--- src/rtl/nc_fetch_responder.sv ---
// Non-cacheable instruction fetch responder: reads one line as a series of
// bus-width memory beats and returns the packed line as a one-cycle pulse.
module nc_fetch_responder #(
  parameter int ICACHELINE_SIZE = 128,
  parameter int BUS_WIDTH       = 64,
  parameter int ADDR_SIZE       = 40
) (
  input  logic                       clk_i,
  input  logic                       rst_i,
  input  logic                       nc_fetch_req_valid_i,
  input  logic [ADDR_SIZE-1:0]       nc_fetch_req_addr_i,
  output logic                       nc_fetch_resp_valid_o,
  output logic [ICACHELINE_SIZE-1:0] nc_fetch_resp_data_o,
  output logic                       nc_fetch_resp_error_o,
  output logic                       mem_req_valid_o,
  input  logic                       mem_req_ready_i,
  output logic [ADDR_SIZE-1:0]       mem_req_addr_o,
  input  logic                       mem_rsp_valid_i,
  input  logic [BUS_WIDTH-1:0]       mem_rsp_data_i,
  input  logic                       mem_rsp_error_i
);

  localparam int NBEATS     = ICACHELINE_SIZE / BUS_WIDTH;
  localparam int LINE_BYTES = ICACHELINE_SIZE / 8;
  localparam int BUS_BYTES  = BUS_WIDTH / 8;
  localparam int BEAT_W     = (NBEATS > 1) ? $clog2(NBEATS) : 1;

  localparam logic [ADDR_SIZE-1:0] LINE_MASK = ~ADDR_SIZE'(LINE_BYTES - 1);
  localparam logic [ADDR_SIZE-1:0] BEAT_STEP = ADDR_SIZE'(BUS_BYTES);
  localparam logic [BEAT_W-1:0]    LAST_BEAT = BEAT_W'(NBEATS - 1);

  localparam logic [2:0] IDLE  = 3'd0;
  localparam logic [2:0] REQ   = 3'd1;
  localparam logic [2:0] WAIT  = 3'd2;
  localparam logic [2:0] RESP  = 3'd3;
  localparam logic [2:0] DRAIN = 3'd4;

  logic [2:0]                 state_q, state_d;
  logic [BEAT_W-1:0]          beat_q, beat_d;
  logic [ADDR_SIZE-1:0]       addr_q, addr_d;
  logic [ICACHELINE_SIZE-1:0] line_q, line_d;
  logic                       err_q, err_d;
  logic                       mem_req_valid_q, mem_req_valid_d;
  logic                       resp_valid_q, resp_valid_d;

  // addr_q always holds base + beat*BUS_BYTES, so the beat address needs no multiplier.
  always_comb begin
    state_d = state_q;
    beat_d  = beat_q;
    addr_d  = addr_q;
    line_d  = line_q;
    err_d   = err_q;
    case (state_q)
      IDLE: begin
        if (nc_fetch_req_valid_i) begin
          addr_d  = nc_fetch_req_addr_i & LINE_MASK;
          beat_d  = '0;
          line_d  = '0;
          err_d   = 1'b0;
          state_d = REQ;
        end
      end
      REQ: begin
        if (mem_req_ready_i) begin
          state_d = WAIT;
        end
      end
      WAIT: begin
        if (mem_rsp_valid_i) begin
          line_d[int'(beat_q) * BUS_WIDTH +: BUS_WIDTH] = mem_rsp_data_i;
          if (mem_rsp_error_i) begin
            err_d   = 1'b1;
            state_d = RESP;
          end else if (beat_q == LAST_BEAT) begin
            state_d = RESP;
          end else begin
            beat_d  = beat_q + BEAT_W'(1);
            addr_d  = addr_q + BEAT_STEP;
            state_d = REQ;
          end
        end
      end
      RESP: begin
        state_d = DRAIN;
      end
      DRAIN: begin
        // The requester holds valid until it sees the pulse; wait for it to drop.
        if (!nc_fetch_req_valid_i) begin
          state_d = IDLE;
        end
      end
      default: begin
        state_d = IDLE;
      end
    endcase
    mem_req_valid_d = (state_d == REQ);
    resp_valid_d    = (state_d == RESP);
  end

  always_ff @(posedge clk_i or posedge rst_i) begin
    if (rst_i) begin
      state_q         <= IDLE;
      beat_q          <= '0;
      addr_q          <= '0;
      line_q          <= '0;
      err_q           <= 1'b0;
      mem_req_valid_q <= 1'b0;
      resp_valid_q    <= 1'b0;
    end else begin
      state_q         <= state_d;
      beat_q          <= beat_d;
      addr_q          <= addr_d;
      line_q          <= line_d;
      err_q           <= err_d;
      mem_req_valid_q <= mem_req_valid_d;
      resp_valid_q    <= resp_valid_d;
    end
  end

  assign mem_req_valid_o       = mem_req_valid_q;
  assign mem_req_addr_o        = addr_q;
  assign nc_fetch_resp_valid_o = resp_valid_q;
  assign nc_fetch_resp_data_o  = line_q;
  assign nc_fetch_resp_error_o = err_q;

endmodule

--- config.mk ---
export PLATFORM = sky130hd
export DESIGN_NAME = nc_fetch_responder
export DESIGN_NICKNAME = d
export VERILOG_FILES = /design/src/rtl/nc_fetch_responder.sv
export SDC_FILE = /design/constraint.sdc
export NUM_CORES = 1
export LEC_CHECK = 0
export BUFFER_PORTS_ARGS = -buffer_cell sky130_fd_sc_hd__buf_2
export CAP_MARGIN = 0
export CORE_MARGIN = 5
export CORE_UTILIZATION = 45
export CTS_CLUSTER_SIZE = 12
export DETAILED_ROUTE_END_ITERATION = 8
export PLACE_DENSITY = 0.77
export SLEW_MARGIN = 15
export SYNTH_ARGS = -nofsm -noshare
export SYNTH_HDL_FRONTEND = slang
export SYNTH_SLANG_ARGS = --single-unit
--- constraint.sdc ---
create_clock -name clk_i -period 6.6 [get_ports clk_i]
set_input_delay 0.33 -clock clk_i [delete_from_list [all_inputs] [get_ports clk_i]]
set_output_delay 0.33 -clock clk_i [all_outputs]
set_load 0.01 [all_outputs]
## After elaboration in Yosys (flattened, before gate mapping)

Cells that the tools add are included.

| storage, ports and cells | value |
|---|---|
| bits in registers | 175 |
| output and inout port bits | 171 |

| operators by class | value |
|---|---|
| $add $sub $neg | 3 |
| equality and inequality tests | 11 |
| shifts and indexed selects | 2 |
| muxes and demuxes | 24 |
| reduce and logical (&&, ||, !) cells | 6 |

Operators by type and width:

| operator | number |
|---|---|
| 2-to-1 mux 128 bit | 2 |
| one-hot mux 128 bit (2 select lines) | 1 |
| 2-to-1 mux 40 bit | 4 |
| bitwise mux 128 bit | 1 |
| variable shift 64 x 33 -> 128 bit (first input constant) | 1 |
| indexed part select 64 x 33 -> 128 bit | 1 |
| one-hot mux 40 bit (2 select lines) | 1 |
| adder 40 x 4 -> 40 bit (second input constant) | 1 |
| negation 7 -> 33 bit | 1 |
| one-hot mux 3 bit (5 select lines) | 1 |
| 2-to-1 mux 3 bit | 4 |
| inequality test 2 bit (second input constant) | 5 |
| == test 3 x 2 -> 1 bit (second input constant) | 3 |
| AND reduction 4 bit | 2 |
| == test 3 x 1 -> 1 bit (second input constant) | 2 |
| 2-to-1 mux 1 bit | 6 |
| AND reduction 5 bit | 1 |
| 2-to-1 mux 2 bit | 2 |
| one-hot mux 1 bit (2 select lines) | 2 |
| == test 3 bit (second input constant) | 1 |
| logical NOT 3 bit | 1 |
| AND reduction 3 bit | 1 |
| nonzero test 2 bit | 1 |
| adder 1 bit (second input constant) | 1 |

## Logic depth before layout (Yosys ltp)

Gate-level depths: netlist (run 1).

| logic depth | value |
|---|---|
| word-level depth | 5 |
| mapped depth | 8 |
| gate-level depth less buffers | 6 |

## Worst setup path before layout (run 1)

No wires, ideal clock.

| timing | value |
|---|---|
| path kind | flip-flop to flip-flop |
| from | register addr_q[3] (netlist: mem_req_addr_o[3]) |
| to | register addr_q[33] (netlist: mem_req_addr_o[33]) |
| setup time | 65 ps |
| arrival | 2017 ps |
| slack | 4518 ps |
| cell stages (with the launch flop) | 7 |
| clock period less this slack | 2082 ps |
| cells stage by stage | dfrtp_1 -> ha_1 -> nand4_2 -> or4_4 -> nor4_4 -> mux2i_1 -> o21a_1 |

| between the ends | value |
|---|---|
| cells in the longest elaborated chain, start to end | 5 |

RTL lines:

| what | RTL line | source |
|---|---|---|
| start, declared | 40 | `logic [ADDR_SIZE-1:0] addr_q, addr_d;` |
| start signal, assigned | 112 | `addr_q <= addr_d;` |
| adder 40 x 4 -> 40 bit | 78 | `addr_d = addr_q + BEAT_STEP;` |
| 2-to-1 mux 40 bit | 74 | `end else if (beat_q == LAST_BEAT) begin` |
| 2-to-1 mux 40 bit | 71 | `if (mem_rsp_error_i) begin` |
| 2-to-1 mux 40 bit | 69 | `if (mem_rsp_valid_i) begin` |
| one-hot mux 40 bit (2 select lines) | 53 | `case (state_q)` |

No other way between the ends. The select of a mux whose other input is x is not followed.
A chain may end at the register's enable or synchronous reset.

## Worst setup path in the final report (run 1)

| timing | value |
|---|---|
| from | register state_q[2] |
| to | register addr_q[10] (netlist: mem_req_addr_o[10]) |

| between the ends | value |
|---|---|
| cells in the longest elaborated chain, start to end | 3 |
| elaborated cells between the ends (all ways) | 9 |
| those cells by class | 5 x eq/ne; 1 x mux; 3 x reduce/logical |

RTL lines:

| what | RTL line | source |
|---|---|---|
| start, declared | 38 | `logic [2:0] state_q, state_d;` |
| start signal, assigned | 110 | `state_q <= state_d;` |
| == test 3 x 2 -> 1 bit / logical NOT 3 bit (equally long branches) | 53 |  |
| inequality test 2 bit (no line) / nonzero test 2 bit (equally long branches) | -- |  |
| AND reduction 5 bit (no line) | -- |  |

Several ways; a longest one is shown, not always the timed one.

==> run summary, run 1 <==
Status = completed
Clk sinks = 172
Final #Nets = 967
P per Cell Area = 473 nW/µm²
Placed cell area = 8760 µm²
Clk buf depth = 2
Via count = 6388
Vias per cell = 5.88
Layout cells sized above 1 = 38.4%
Starting Density = 46.0%
Critical Path Max Stage Delay = 820 ps
First-pass GRT wire length = 32.5 mm
DRT Wirelength = 21.4 mm
Seq/Total Area, Yosys = 59.0%
Die H = 137 µm
Worst setup SP type = flip-flop
Largest net degree at the start of global routing = 101
Req. time, crit path = 6900 ps
Fin crit share = 43.4%
PostCTS Resize Cnt = 0
Die area = 18900 µm²
Ys Warns = 0
DRT antenna net count = 0
IO Pins = 281
PortBufs = 273
Hold-fix buffers, CTS = 0
Post-layout min period = 2870 ps
Ys async rst share = 100%
Area Overhead vs Synth = 28.4%
WL met2 = 10.1 mm
Final hold violation count = 0
RSZ-0062 raised after global routing = no
Worst-path cell chain = nor3b_4 > buf_4 > nand2_2 > nand2_1 > o21ai_0 > o2bb2ai_1
Worst Path Max Fanout = 63
Max H-tree Level = 4
Worst Skew = 11.3 ps
Finished Cell Area = 9370 µm²
Setup violators final = 0
Initial antenna violation count = 0
Max-cap check violation count = 0
Critical Path AT = 3160 ps
Post-Syn Area = 7300 µm²
Site Rows = 46
First-pass iteration count of the detailed router = 5
Slowest CP cell = nand2_1
First-iteration detailed-routing DRC count = 452
Upper clock frequency limit = 0.349 GHz
Synth unique cells = 56
Tightest Pin Transition = 1070 ps
Setup_tns = 0 ps
Post-CTS setup buffer count = 0
Core Area = 15900 µm²
Worst-Skew Late Latency = 430 ps
Inserted Clock Buffers = 17
Wirelength per Cell = 19.7 µm
Detail Placement HPWL = 14.5 mm
Max-slew headroom = 28.3%
DRT met1 WL = 8.87 mm
Grt ovf = 0
Top delay family on crit path = simple AND/OR/NAND/NOR gates
CTS tree = done
Top routing layer in use = met4
Leakage power = 4.79 nW
Kind of critical path = flip-flop to flip-flop
Slew Limit Fails = 0
Worst Hold Class = input port to async pin
Worst path bufs/invs = 1
Crit. End Element = flip-flop
Vias in the first global route = 6033
Residual DRC = 0
Placer Congestion = 0.850
Clk slew on worst S/H paths = 70 ps
WL met3 = 1.91 mm
Most used flip-flop cell after synthesis = dfrtp_1
VDD IR max = 0.237 mV
Mapped Cells = 601
Syn_area_per_cell = 12.1 µm²
Total track usage = 21.9%
CTS root buffer = clkbuf_16
Die W = 137 µm
Post-synth EDFFs = 0
FF+latch count, synth = 172
==> metal layers <==
| metal | up-vias | GRT usage (%) |
|---|---|---|
| li1 | 2842 | - |
| met1 | 3176 | 30.4 |
| met2 | 328 | 33.5 |
| met3 | 42 | 4.35 |
| met4 | 0 | 9.81 |
| met5 | - | 0 |
==> flip-flops by register name, indices dropped and copies added, names as in the netlist <==
register               cells
beat_q                     1
mem_req_addr_o            37
mem_req_valid_o            1
nc_fetch_resp_data_o     128
nc_fetch_resp_error_o      1
nc_fetch_resp_valid_o      1
state_q                    3
==> per-stage QoR <==
stage	total power, mW	utilization, %	cells	setup WS (ps)	hold slack [ps]
finish	4.44	59.0	1087	3730	84.9
global route	4.69	59.0	1085	3550	119
CTS	4.46	59.0	1085	3790	116
detailed placement	3.45	55.1	1053	3820	485
global placement	3.40	55.1	1053	3850	474
floorplan	2.77	-	603	1610	461
==> layout by cell type, fill, tap and decap left out, types with 8 or more instances in the layout <==
cell / Yosys / layout
clkbuf_16: 0 / 17
o21ai_0: 20 / 20
a22o_1: 128 / 128
nand2_1: 24 / 23
and3_1: 9 / 9
a211oi_1: 8 / 8
dfrtp_1: 172 / 172
o22a_1: 13 / 13
nand4_1: 8 / 8
a21oi_1: 28 / 27
nand3_1: 16 / 16
buf_2: 22 / 273
nor2_1: 32 / 32
nor3_1: 10 / 10
==> cells by family after synthesis <==
kind of cell,synth area share (%)
compound gates,25.0
fa+ha+maj,0.171
buf+inv,3.77
flops,59.0
other cells,0.0514
simple gates,11.8
mux,0.274
==> report_power, final <==
| part | internal, mW | switching (mW) | leakage (nW) | total, mW |
|---|---|---|---|---|
| combinational | 0.690 | 0.971 | 2.24 | 1.66 |
| sequential | 1.44 | 0.327 | 2.26 | 1.77 |
| clock | 0.517 | 0.490 | 0.293 | 1.01 |
| total | 2.65 | 1.79 | 4.79 | 4.44 |
==> synthesized netlist by cell type (all sizes together) (3+ instances only) <==
master	n	area share [%]
a22o	128	15
and2	6	0.51
o21ai	21	1.5
o21a	3	0.31
buf	33	2.9
a21oi	28	1.9
or4	3	0.41
nor3	12	1.0
nand4	9	0.86
or3	8	0.75
nor4	7	1.2
inv	3	0.15
clkbuf	13	0.67
nor2	33	1.7
dfrtp	172	59
a311oi	5	0.60
and4	4	0.48
nand2	25	1.3
o22a	13	1.6
a211oi	10	1.2
nand3	19	1.5
o22ai	6	0.51
and3	9	0.77
a41oi	3	0.36
a31oi	7	0.60
==> area by class of cell <==
| cell class | count | area (µm²) |
|---|---|---|
| antenna | 2 | 5.00 |
| clock buffer | 17 | 425 |
| clock inverter | 15 | 185 |
| fill | 1327 | 6510 |
| inverter | 3 | 16.3 |
| multi-input combinational | 382 | 2750 |
| sequential | 172 | 4300 |
| tap | 216 | 270 |
| timing repair buffer | 280 | 1420 |
==> path summary, 6_finish.rpt <==
path	startpoint	to	slack [ps]	depth (start not counted)
min in group clk_i	nc_fetch_req_addr_i[33]	mem_req_addr_o[33]	130	2
hold / removal	rst_i	nc_fetch_resp_data_o[6]	80	2
setup / recovery	state_q[2]	mem_req_addr_o[10]	3730	6
hold reg to reg	nc_fetch_resp_error_o	nc_fetch_resp_error_o	500	2
setup reg to reg	state_q[2]	mem_req_addr_o[10]	3730	6
max in group asynchronous	rst_i	nc_fetch_resp_data_o[57]	5060	3
Note: power is estimated with default switching activity, not from simulation.
==> run 2, diff against run 1 <==
==> constraint.sdc (replaced) <==
create_clock -name clk_i -period 2.7 [get_ports clk_i]
set_input_delay 0.135 -clock clk_i [delete_from_list [all_inputs] [get_ports clk_i]]
set_output_delay 0.135 -clock clk_i [all_outputs]
set_load 0.01 [all_outputs]
==> run 2 against run 1 <==
Maximum frequency up 26%. First-iteration DRC count up 10%. Largest cell class unchanged. Sequential cell count unchanged. Routed wire length up 6.9%. Global-route usage up 1.8 points. Power rose to 2.5 times the previous value. Critical endpoint is now mem_req_addr_o[33]. Non-clock buffer count up 76. Via count up 5.1%. Sequential power up 150%. Core utilization up 5.2 points. Setup slack worse by 3300 ps.
==> run summary, run 2 (synthesized netlist as in run 1, its figures left out) <==
Status = completed
DRT antenna net count = 0
Req. time, crit path = 3060 ps
Fin crit share = 84.5%
First-pass GRT wire length = 35.2 mm
Worst Hold Class = input port to flip-flop
First-pass iteration count of the detailed router = 5
Critical Path Max Stage Delay = 600 ps
IO Pins = 281
P per Cell Area = 1090 nW/µm²
Detail Placement HPWL = 15.1 mm
Final hold violation count = 0
Initial antenna violation count = 0
Die H = 137 µm
CTS tree = done
Die area = 18900 µm²
PortBufs = 273
Core Area = 15900 µm²
Slowest CP cell = or4_4
Register area = 4300 µm²
Post-layout min period = 2280 ps
HP Start = nc_fetch_req_addr_i[6]
Worst setup SP type = flip-flop
Pint = 6.78 mW
Vias in the first global route = 6502
Critical Path AT = 2640 ps
Max reg flops = 128
Critical Path Start = mem_req_addr_o[3]
NetSw = 4.38 mW
Worst-path cell chain = ha_1 > nand4_2 > or4_4 > nor4_4 > mux2i_1 > o21a_1
Vias per cell = 5.78
Clock network fraction of total power = 22.7%
Worst Skew = 14.2 ps
Site Rows = 46
Final #Nets = 1043
Wirelength per Cell = 19.7 µm
Layout Utilization = 64.2%
Clk buf depth = 2
Leakage power = 5.15 nW
VDD IR max = 0.560 mV
Crit. End Element = flip-flop
RSZ-0062 raised after global routing = no
Tightest Pin Transition = 599 ps
Clk slew on worst S/H paths = 70 ps
Placer Congestion = 0.858
Max-cap check violation count = 0
Die W = 137 µm
Residual DRC = 0
Starting Density = 46.0%
Clk sinks = 172
Worst-Skew Late Latency = 420 ps
PostCTS Resize Cnt = 0
First-iteration detailed-routing DRC count = 498
Total track usage = 23.7%
Setup violators final = 0
Slew Limit Fails = 0
Reg-to-Reg Start = mem_req_addr_o[3]
Sw frac = 39.3%
Area taken by multi-input logic gates = 2750 µm²
Place WS = 424 ps
Layout cells sized above 1 = 36.2%
Largest net degree at the start of global routing = 78
Via count = 6713
Max H-tree Level = 4
Commonest non-fill, non-tap cell in the layout = buf_2
Kind of critical path = flip-flop to flip-flop
Commonest non-fill, non-tap cells in the layout = 273 x buf_2, 172 x dfrtp_1, 128 x a22o_1
Reg power frac = 39.1%
Grt ovf = 0
Worst Path Max Fanout = 6
DRT Wirelength = 22.9 mm
Setup_tns = 0 ps
CTS root buffer = clkbuf_16
Upper clock frequency limit = 0.438 GHz
Inserted Clock Buffers = 17
Max-slew headroom = 60.1%
Comb pwr share = 38.2%
Fillers = 1204
PnR worst setup slack = 418 ps
Area Overhead vs Synth = 39.7%
run 2: changes by cell type in the layout (fill, tap and decap cells not counted), moves of 2 or more:
| cell | delta |
|---|---|
| inv_8 | -2 |
| buf_12 | +6 |
| dlygate4sd3_1 | +68 |
| clkinv_8 | -2 |
| bufinv_16 | +2 |
| buf_4 | +2 |
run 2: cell type report:
| type | count | share of cell area, % |
|---|---|---|
| inverters | 3 | 0.147 |
| diodes | 1 | 0.0245 |
| multi-input cells | 382 | 26.9 |
| repair buffers | 356 | 21.9 |
| well taps | 216 | 2.65 |
| clock inverters | 15 | 1.93 |
| flip-flops and latches | 172 | 42.2 |
| clock buffers | 17 | 4.17 |
run 2: critical path: cells and delay by family, from the launching register on:
| family | cells | cell delay, ps |
|---|---|---|
| adders and majority gates | 1 | 280 |
| muxes | 1 | 230 |
| AOI/OAI and AO/OA | 1 | 130 |
| DFF | 1 | 430 |
| and+or+nand+nor | 3 | 1170 |
run 2: through the flow:
stage                     std cells  power [mW]  hold WS, ps  instance area (µm²)
after floorplan                 603        6.77          266                 7310
after global placement         1061        8.43         85.8                 8890
after detailed placement       1061        8.52         85.7                 8890
after CTS                      1161        11.2         2.35                10200
after global routing           1161        11.8         12.4                10200
final                          1162        11.2         24.6                10200
run 2: what timing repair did:
| action | in CTS | in global routing |
|---|---|---|
| endpoints found under the hold margin | 203 | 0 |
| hold buffers | 68 | 0 |
| setup buffers | 0 | 0 |
run 2: worst paths after layout:
| path | endpoint | slack [ps] | depth (start not counted) |
|---|---|---|---|
| min in group asynchronous | nc_fetch_resp_data_o[81] | 200 | 3 |
| min | mem_req_addr_o[6] | 20 | 3 |
| max | mem_req_addr_o[33] | 420 | 6 |
| min reg2reg | nc_fetch_resp_data_o[77] | 500 | 1 |
| max reg2reg | mem_req_addr_o[33] | 420 | 6 |
| max in group asynchronous | nc_fetch_resp_data_o[40] | 1830 | 4 |
run 2: power groups by stage:
stage | sequential, mW | combinational (mW) | clock (mW)
3_3_place_gp | 4.34 | 4.10 | 0
5_1_grt | 4.48 | 4.62 | 2.69
4_1_cts | 4.32 | 4.26 | 2.59
2_1_floorplan | 4.66 | 2.11 | 0
6_report | 4.36 | 4.27 | 2.53
3_5_place_dp | 4.36 | 4.17 | 0
run 2: routing by layer:
layer	global-route usage, %	share of wire, %	vias up	wire length [µm]
met1	31.0	41	3301	9490
met5	0	0	-	0
met4	10.4	3.2	0	739
met2	38.7	48	349	10900
met3	4.31	7.8	51	1780
li1	-	-	3012	-
